`config.mk`:
```
export PLATFORM = sky130hd
export DESIGN_NAME = bin2bcd
export DESIGN_NICKNAME = d
export VERILOG_FILES = /design/src/rtl/bin2bcd.sv
export SDC_FILE = /design/constraint.sdc
export NUM_CORES = 1
export LEC_CHECK = 0
export ABC_AREA = 1
export BUFFER_PORTS_ARGS = -buffer_cell sky130_fd_sc_hd__buf_2
export CAP_MARGIN = 40
export CELL_PAD_IN_SITES_DETAIL_PLACEMENT = 1
export CELL_PAD_IN_SITES_GLOBAL_PLACEMENT = 2
export CORE_UTILIZATION = 29
export DETAILED_ROUTE_END_ITERATION = 7
export PLACE_DENSITY_LB_ADDON = 0.1
export REMOVE_ABC_BUFFERS = 1
export SLEW_MARGIN = 10
export SYNTH_ARGS = -nofsm -noshare
export SYNTH_HDL_FRONTEND = slang
export SYNTH_SLANG_ARGS = --single-unit
```
`constraint.sdc`:
```
create_clock -name clk -period 1.3 [get_ports clk]
set_input_delay 0.065 -clock clk [delete_from_list [all_inputs] [get_ports clk]]
set_output_delay 0.065 -clock clk [all_outputs]
set_load 0.03 [all_outputs]
```
`src/rtl/bin2bcd.sv`:
```
// Converts a 7-bit unsigned binary value to three BCD digits by shift-and-add-3, one bit per cycle.
// Latency: done_tick is high 8 cycles after the edge that samples start; a new start is accepted every 9 cycles at best.
// Backpressure: start is accepted only while ready is high; a start seen while busy is dropped, not queued.
module bin2bcd (
  input  logic       clk,
  input  logic       reset,
  input  logic       start,
  input  logic [6:0] bin,
  output logic       ready,
  output logic       done_tick,
  output logic [3:0] bcd2,
  output logic [3:0] bcd1,
  output logic [3:0] bcd0
);

  typedef enum logic [1:0] {
    IDLE = 2'd0,
    OP   = 2'd1,
    DONE = 2'd2
  } state_t;

  state_t     state;
  state_t     state_nx;

  // operand bits still to be shifted into the digit registers, MSB first
  logic [6:0] p;
  // shifts remaining in the current conversion
  logic [2:0] n;

  // digits after the add-3 correction, ahead of this cycle's shift
  logic [3:0] adj1;
  logic [3:0] adj0;
  // the hundreds digit never exceeds 1 for a 7-bit operand, so only its low
  // three bits survive the shift; bit 3 is still looked at in the compare
  logic [2:0] adj2_lo;

  // state register; synchronous reset abandons any conversion in flight
  always_ff @(posedge clk) begin
    if (reset) begin
      state <= IDLE;
    end else begin
      state <= state_nx;
    end
  end

  // next-state decode: IDLE waits for start, OP runs seven shifts, DONE lasts one cycle
  always_comb begin
    state_nx = state;
    case (state)
      IDLE: begin
        if (start) begin
          state_nx = OP;
        end
      end
      OP: begin
        if (n == 3'd1) begin
          state_nx = DONE;
        end
      end
      DONE: begin
        state_nx = IDLE;
      end
      default: begin
        state_nx = IDLE;
      end
    endcase
  end

  // handshake outputs are decoded from state alone, so no input reaches an output combinationally
  always_comb begin
    ready     = 1'b0;
    done_tick = 1'b0;
    case (state)
      IDLE:    ready     = 1'b1;
      DONE:    done_tick = 1'b1;
      default: begin
        ready     = 1'b0;
        done_tick = 1'b0;
      end
    endcase
  end

  // add-3 correction: any digit of 5 or more is bumped so the coming doubling carries into the next digit
  always_comb begin
    adj0    = (bcd0 > 4'd4) ? bcd0 + 4'd3 : bcd0;
    adj1    = (bcd1 > 4'd4) ? bcd1 + 4'd3 : bcd1;
    adj2_lo = (bcd2 > 4'd4) ? bcd2[2:0] + 3'd3 : bcd2[2:0];
  end

  // datapath: load on accepted start, shift {digits, p} left once per OP cycle, hold otherwise
  always_ff @(posedge clk) begin
    if (reset) begin
      p    <= 7'd0;
      n    <= 3'd0;
      bcd2 <= 4'd0;
      bcd1 <= 4'd0;
      bcd0 <= 4'd0;
    end else begin
      case (state)
        IDLE: begin
          if (start) begin
            p    <= bin;
            n    <= 3'd7;
            bcd2 <= 4'd0;
            bcd1 <= 4'd0;
            bcd0 <= 4'd0;
          end
        end
        OP: begin
          bcd2 <= {adj2_lo, adj1[3]};
          bcd1 <= {adj1[2:0], adj0[3]};
          bcd0 <= {adj0[2:0], p[6]};
          p    <= {p[5:0], 1'b0};
          n    <= n - 3'd1;
        end
        default: begin
          // DONE: results stay put until the next accepted start
        end
      endcase
    end
  end

endmodule
```
Word-level counts from Yosys, hierarchy flattened
Cells that the tools add are included.
{ "totals": {"out_inout_bits": 14, "register_bits": 24, "word_cells": 38, "mem_count": 0, "romBits": 0, "input_bits": 10, "mem_bits_rw": 0, "latch_bits": 0} }
{ "op_classes": {"add_sub_neg": 4, "shifts": 0, "multipliers": 0, "eq_ne": 5, "reduce_logical": 4, "magnitude_cmp": 3, "div_mod_pow": 0, "bitwise_logic": 0, "muxes": 16} }
{ "op_table": {"columns": ["op", "count"], "rows": [
  ["4-bit case mux with 2 select lines", 3],
  ["7-bit case mux with 2 select lines", 1],
  ["4-bit by 3-bit greater-than comparator with 1-bit output (second input constant)", 3],
  ["4-bit 2-to-1 mux", 3],
  ["4-bit by 2-bit adder with 4-bit output (second input constant)", 2],
  ["7-bit 2-to-1 mux", 1],
  ["3-bit 2-to-1 mux", 2],
  ["3-bit case mux with 2 select lines", 1],
  ["2-bit 2-to-1 mux", 2],
  ["2-bit inequality test (second input constant)", 2],
  ["2-bit case mux with 2 select lines", 1],
  ["2-bit AND reduction", 2],
  ["3-bit by 2-bit adder with 3-bit output (second input constant)", 1],
  ["3-bit by 1-bit equality test with 1-bit output (second input constant)", 1],
  ["3-bit by 1-bit subtractor with 3-bit output (second input constant)", 1],
  ["2-bit by 1-bit equality test with 1-bit output (second input constant)", 1],
  ["2-bit equality test (second input constant)", 1],
  ["2-bit logical NOT", 1],
  ["1-bit 2-to-1 mux", 2],
  ["2-bit nonzero test", 1]
]} }

Depth between registers and ports, before layout
{ "depth": {"word_depth": 3, "mapped_depth": 8, "mapped_depth_nobuf": 8} }

Worst setup path after synthesis
No wires, ideal clock.
{ "synth_timing": {"path_type": "reg-to-reg", "start": "reg bcd0[0]", "end": "reg bcd0[1]", "t_required_ns": 1.168, "setup_time_ns": 0.132, "t_arrival_ns": 1.247, "synth_period_minus_slack_ns": 1.379, "path_stages_with_launch": 9, "setup_slack_ns": -0.079, "n_path_buf": 0, "path_cell_list": "dfxtp_1 inv_1 ha_1 inv_1 nand2_1 nand2_1 nand2_1 nand3_1 a21oi_1"} }
{ "synth_via": {"elab_chain_cells": 3, "elab_cells_between_ends": 4, "classes_between": "add/sub: 1; order compare: 1; mux: 2"} }
{ "synth_lines": {"columns": ["item", "line", "rtl"], "rows": [
  ["start: declaration", "13", "output logic [3:0] bcd0"],
  ["start signal: assignment", "112", "bcd0 <= {adj0[2:0], p[6]};"],
  ["4-bit by 2-bit adder with 4-bit output or 4-bit by 3-bit greater-than comparator with 1-bit output (tied branches)", "85", "adj0 = (bcd0 > 4'd4) ? bcd0 + 4'd3 : bcd0;"],
  ["4-bit 2-to-1 mux *", "85", null],
  ["4-bit case mux with 2 select lines *", "99", "case (state)"]
]} }
Mark *: on every way between the ends. The rest lies on a longest branch, timed or not.
A chain may end at the register's enable or synchronous reset.

Final worst setup path
{ "layout_timing": {"start": "reg bcd0[0]", "end": "reg bcd1[0]"} }
{ "layout_via": {"elab_chain_cells": 3, "elab_cells_between_ends": 4, "classes_between": "add/sub: 1; order compare: 1; mux: 2"} }
{ "layout_lines": {"columns": ["item", "line", "rtl"], "rows": [
  ["4-bit by 2-bit adder with 4-bit output or 4-bit by 3-bit greater-than comparator with 1-bit output (tied branches)", "85", null],
  ["4-bit 2-to-1 mux *", "85", null],
  ["4-bit case mux with 2 select lines *", "99", null],
  ["end signal: assignment", "111", "bcd1 <= {adj1[2:0], adj0[3]};"],
  ["end: declaration", "12", "output logic [3:0] bcd1,"]
]} }
Marks and branches as above.

==> metrics.md <==
| Metric | Value |
|---|---|
| Antenna violations before repair | 0 |
| Max-Cap Viols | 0 |
| I/O Buffers | 23 |
| Yosys cell types | 22 |
| Worst hold-check path type | primary input to flop |
| CTS sink count | 24 |
| Critical path endpoint category | flop |
| Async set or reset register ratio after synthesis | 0% |
| # diodes | 0 |
| Leakage | 0.658 nW |
| Final setup TNS | 0 ps |
| Final ANT Viol Nets | 0 |
| Post-synthesis compound-gate area fraction | 14.6% |
| Synth Area in Adders | 5.29% |
| Post-CTS Setup Inserts | 0 |
| Wirelength per Cell | 12.4 um |
| FP Rows | 22 |
| GRT Residual Overflow | 0 |
| Synth top cells by count | nand2_1 (47), dfxtp_1 (24), nand3_1 (22) |
| Crit path DAT | 1390 ps |
| Die height | 65.9 um |
| Die W | 65.9 um |
| Dpl ws | 62.7 ps |
| Synth Instances | 166 |
| Simple-gate share of the synthesized area | 29.5% |
| Origin of the worst setup path | bcd0[0] |
| Clk Latency, worst-skew pair | 270 ps |
| Slew Viols, Final | 0 |
| TritonCTS Buffers | 3 |
| DRT Pass-1 Iters | 4 |
| Reg-to-reg startpoint | bcd0[0] |
| Syn-to-layout area delta | 22.2% |
| Die ar. | 0.00434 mm^2 |
| Initial Util | 31.2% |
| Routed WL | 3010 um |
| Final Cycle Share | 90.8% |
| CP Capture Point | bcd1[0] |
| Final Skew | 3.86 ps |
| Setup WS post-layout | 119 ps |
| Synth Area in XOR/XNOR | 0% |
| All-Layer GR Usage | 16.2% |
| Mapped Area | 0.00118 mm^2 |
| Worst r2r path cells | 7 |
| CTS tree | built |
| Reg-to-reg endpoint | bcd1[0] |
| Crit start category | flop |
| YS warnings | 0 |
| Final Util | 38.1% |
| Core ar. | 0.00380 mm^2 |
| CTS max path bufs | 2 |
| Total Power | 0.00155 W |
| PwrDens | 1070 mW/mm^2 |
| Switching Share | 27.7% |
| Setup slack, reg-to-reg | 120 ps |
| FF+latch count, synth | 24 |
| Vias in the first global route | 1198 |
| Nets | 210 |
| Most used DFF post-synth | dfxtp_1 |
| CTS root buf | clkbuf_8 |
| Post-synth EDFFs | 0 |
| DPL Wire Length | 2250 um |
| Synth area leader | dfxtp_1 |
| Worst-path clk slew | 90 ps |
| Fmax | 847 MHz |
| Period minus WS final | 1180 ps |
| CP Max Fanout | 5 |
| VDD IR max | 0.000597 V |
| First-pass GRT wire length | 5380 um |
| Global placer's final weighted congestion | 0.785 |
| Crit Path Category | flop to flop |
| I/O pin cnt | 24 |
| Hold slack | 47.9 ps |
| Worst Path Required | 1510 ps |
| Clk pwr share | 33.2% |
| Fraction of layout cells with a size suffix above 1 | 26.8% |
| Synthesized area per cell | 7.13 um^2 |
| Combinational family with the most area after synthesis | simple AND/OR/NAND/NOR gates |
| Top cell type's share of synthesized area | 40.6% |
| H-tree depth | 1 |
| Max transition margin | 84.1% |
| DRC violations left | 0 |
| Share of power burned in registers | 51.5% |
| Internal power | 0.00112 W |
| Via count | 1157 |
| Seq/Total Area, Yosys | 40.6% |
| Psw | 0.000428 W |
| Worst Tran Pin Value | 238 ps |
| Top-count cell post-synth | nand2_1 |
| Leading post-synthesis cells by cell area | dfxtp_1 (41%), nand2_1 (15%), nand3_1 (9.3%) |
| Multiplexer area fraction after synthesis | 0% |
| DR vias/cell | 4.78 |
| Largest net degree at the start of global routing | 20 |
| Final hold violations | 0 |
| Drt initial violations | 39 |
| Status | complete, no violations |
| Part of the power in combinational logic | 15.2% |
| Setup-failing EPs final | 0 |
==> power by group through the flow <==
stage	combinational, W	sequential [W]	clock, W
6_report	0.000236	0.000797	0.000514
4_1_cts	0.000242	0.000798	0.000535
3_3_place_gp	0.000236	0.000813	0
3_5_place_dp	0.000241	0.000815	0
2_1_floorplan	0.000144	0.000812	0
5_1_grt	0.000272	0.000802	0.000568
==> repair_timing <==
item                                   in CTS  in global routing
setup endpoints to repair                   0                  7
gates resized for setup                     0                 12
endpoints found under the hold margin       0                  0
hold buffers                                0                  0
==> cell usage in the layout (no fill, tap or decap) <==
master / instances
a21oi_1: 13
buf_2: 23
buf_4: 5
inv_2: 2
nor3_1: 1
clkbuf_8: 4
nand3_1: 22
ha_1: 4
a31oi_1: 4
or2_0: 1
ha_2: 1
a211oi_1: 1
a21oi_2: 3
nor2_2: 1
dfxtp_2: 4
dfxtp_1: 20
o21bai_1: 3
o21ai_0: 6
o211ai_1: 1
nor2_1: 4
inv_4: 2
nand2_2: 6
nand2_4: 1
inv_1: 18
nand2_1: 44
==> through the flow <==
stage | std cells | cell area [um^2]
6_report | 242 | 1450
5_1_grt | 242 | 1450
4_1_cts | 242 | 1420
3_5_place_dp | 238 | 1370
3_3_place_gp | 238 | 1370
2_1_floorplan | 162 | 1150
==> worst min path at each step <==
stage | from | to | slack, ps | cells past startpoint
6_report | bin[0] | p[0] | 50 | 3
3_5_place_dp | bin[0] | p[0] | 340 | 3
2_1_floorplan | reset | bcd0[1] | 130 | 1
5_1_grt | bin[0] | p[0] | 60 | 3
4_1_cts | bin[0] | p[0] | 40 | 3
3_3_place_gp | bin[0] | p[0] | 330 | 3
==> critical path, stage by stage, from the launching register on <==
cell and delay, ps:
dfxtp_2 350, inv_1 70, ha_1 210, inv_1 70
nand2_2 80, a21oi_1 160, nand3_1 80, a21oi_1 110
==> routing by layer <==
metal  wire [um]  GRT usage, %  up-vias
li1            -             -      597
met5           0             0        -
met1        1330          17.2      541
met2        1570          31.6       17
met3         103          4.31        2
met4          12          2.45        0
==> state kept, by name (all words and copies together), names as in the netlist <==
signal / count
n: 3
state: 2
bcd0: 4
bcd1: 4
bcd2: 4
p: 7
==> layout make-up <==
| class | count | area (um^2) |
|---|---|---|
| inverters | 22 | 87.6 |
| multi-input cells | 116 | 606 |
| repair buffers | 28 | 153 |
| well taps | 48 | 60.1 |
| flip-flops and latches | 24 | 485 |
| fillers | 511 | 2350 |
| clock buffers | 4 | 55.1 |
==> cells by family (layout without fill, tap and decap cells) <==
kind of cell,after synthesis,after routing
AOI/OAI and AO/OA,31,31
and+or+nand+nor,80,80
DFF,24,24
buffers and inverters,26,54
adders and majority gates,5,5
No activity file was read; power rests on OpenSTA's default activity.
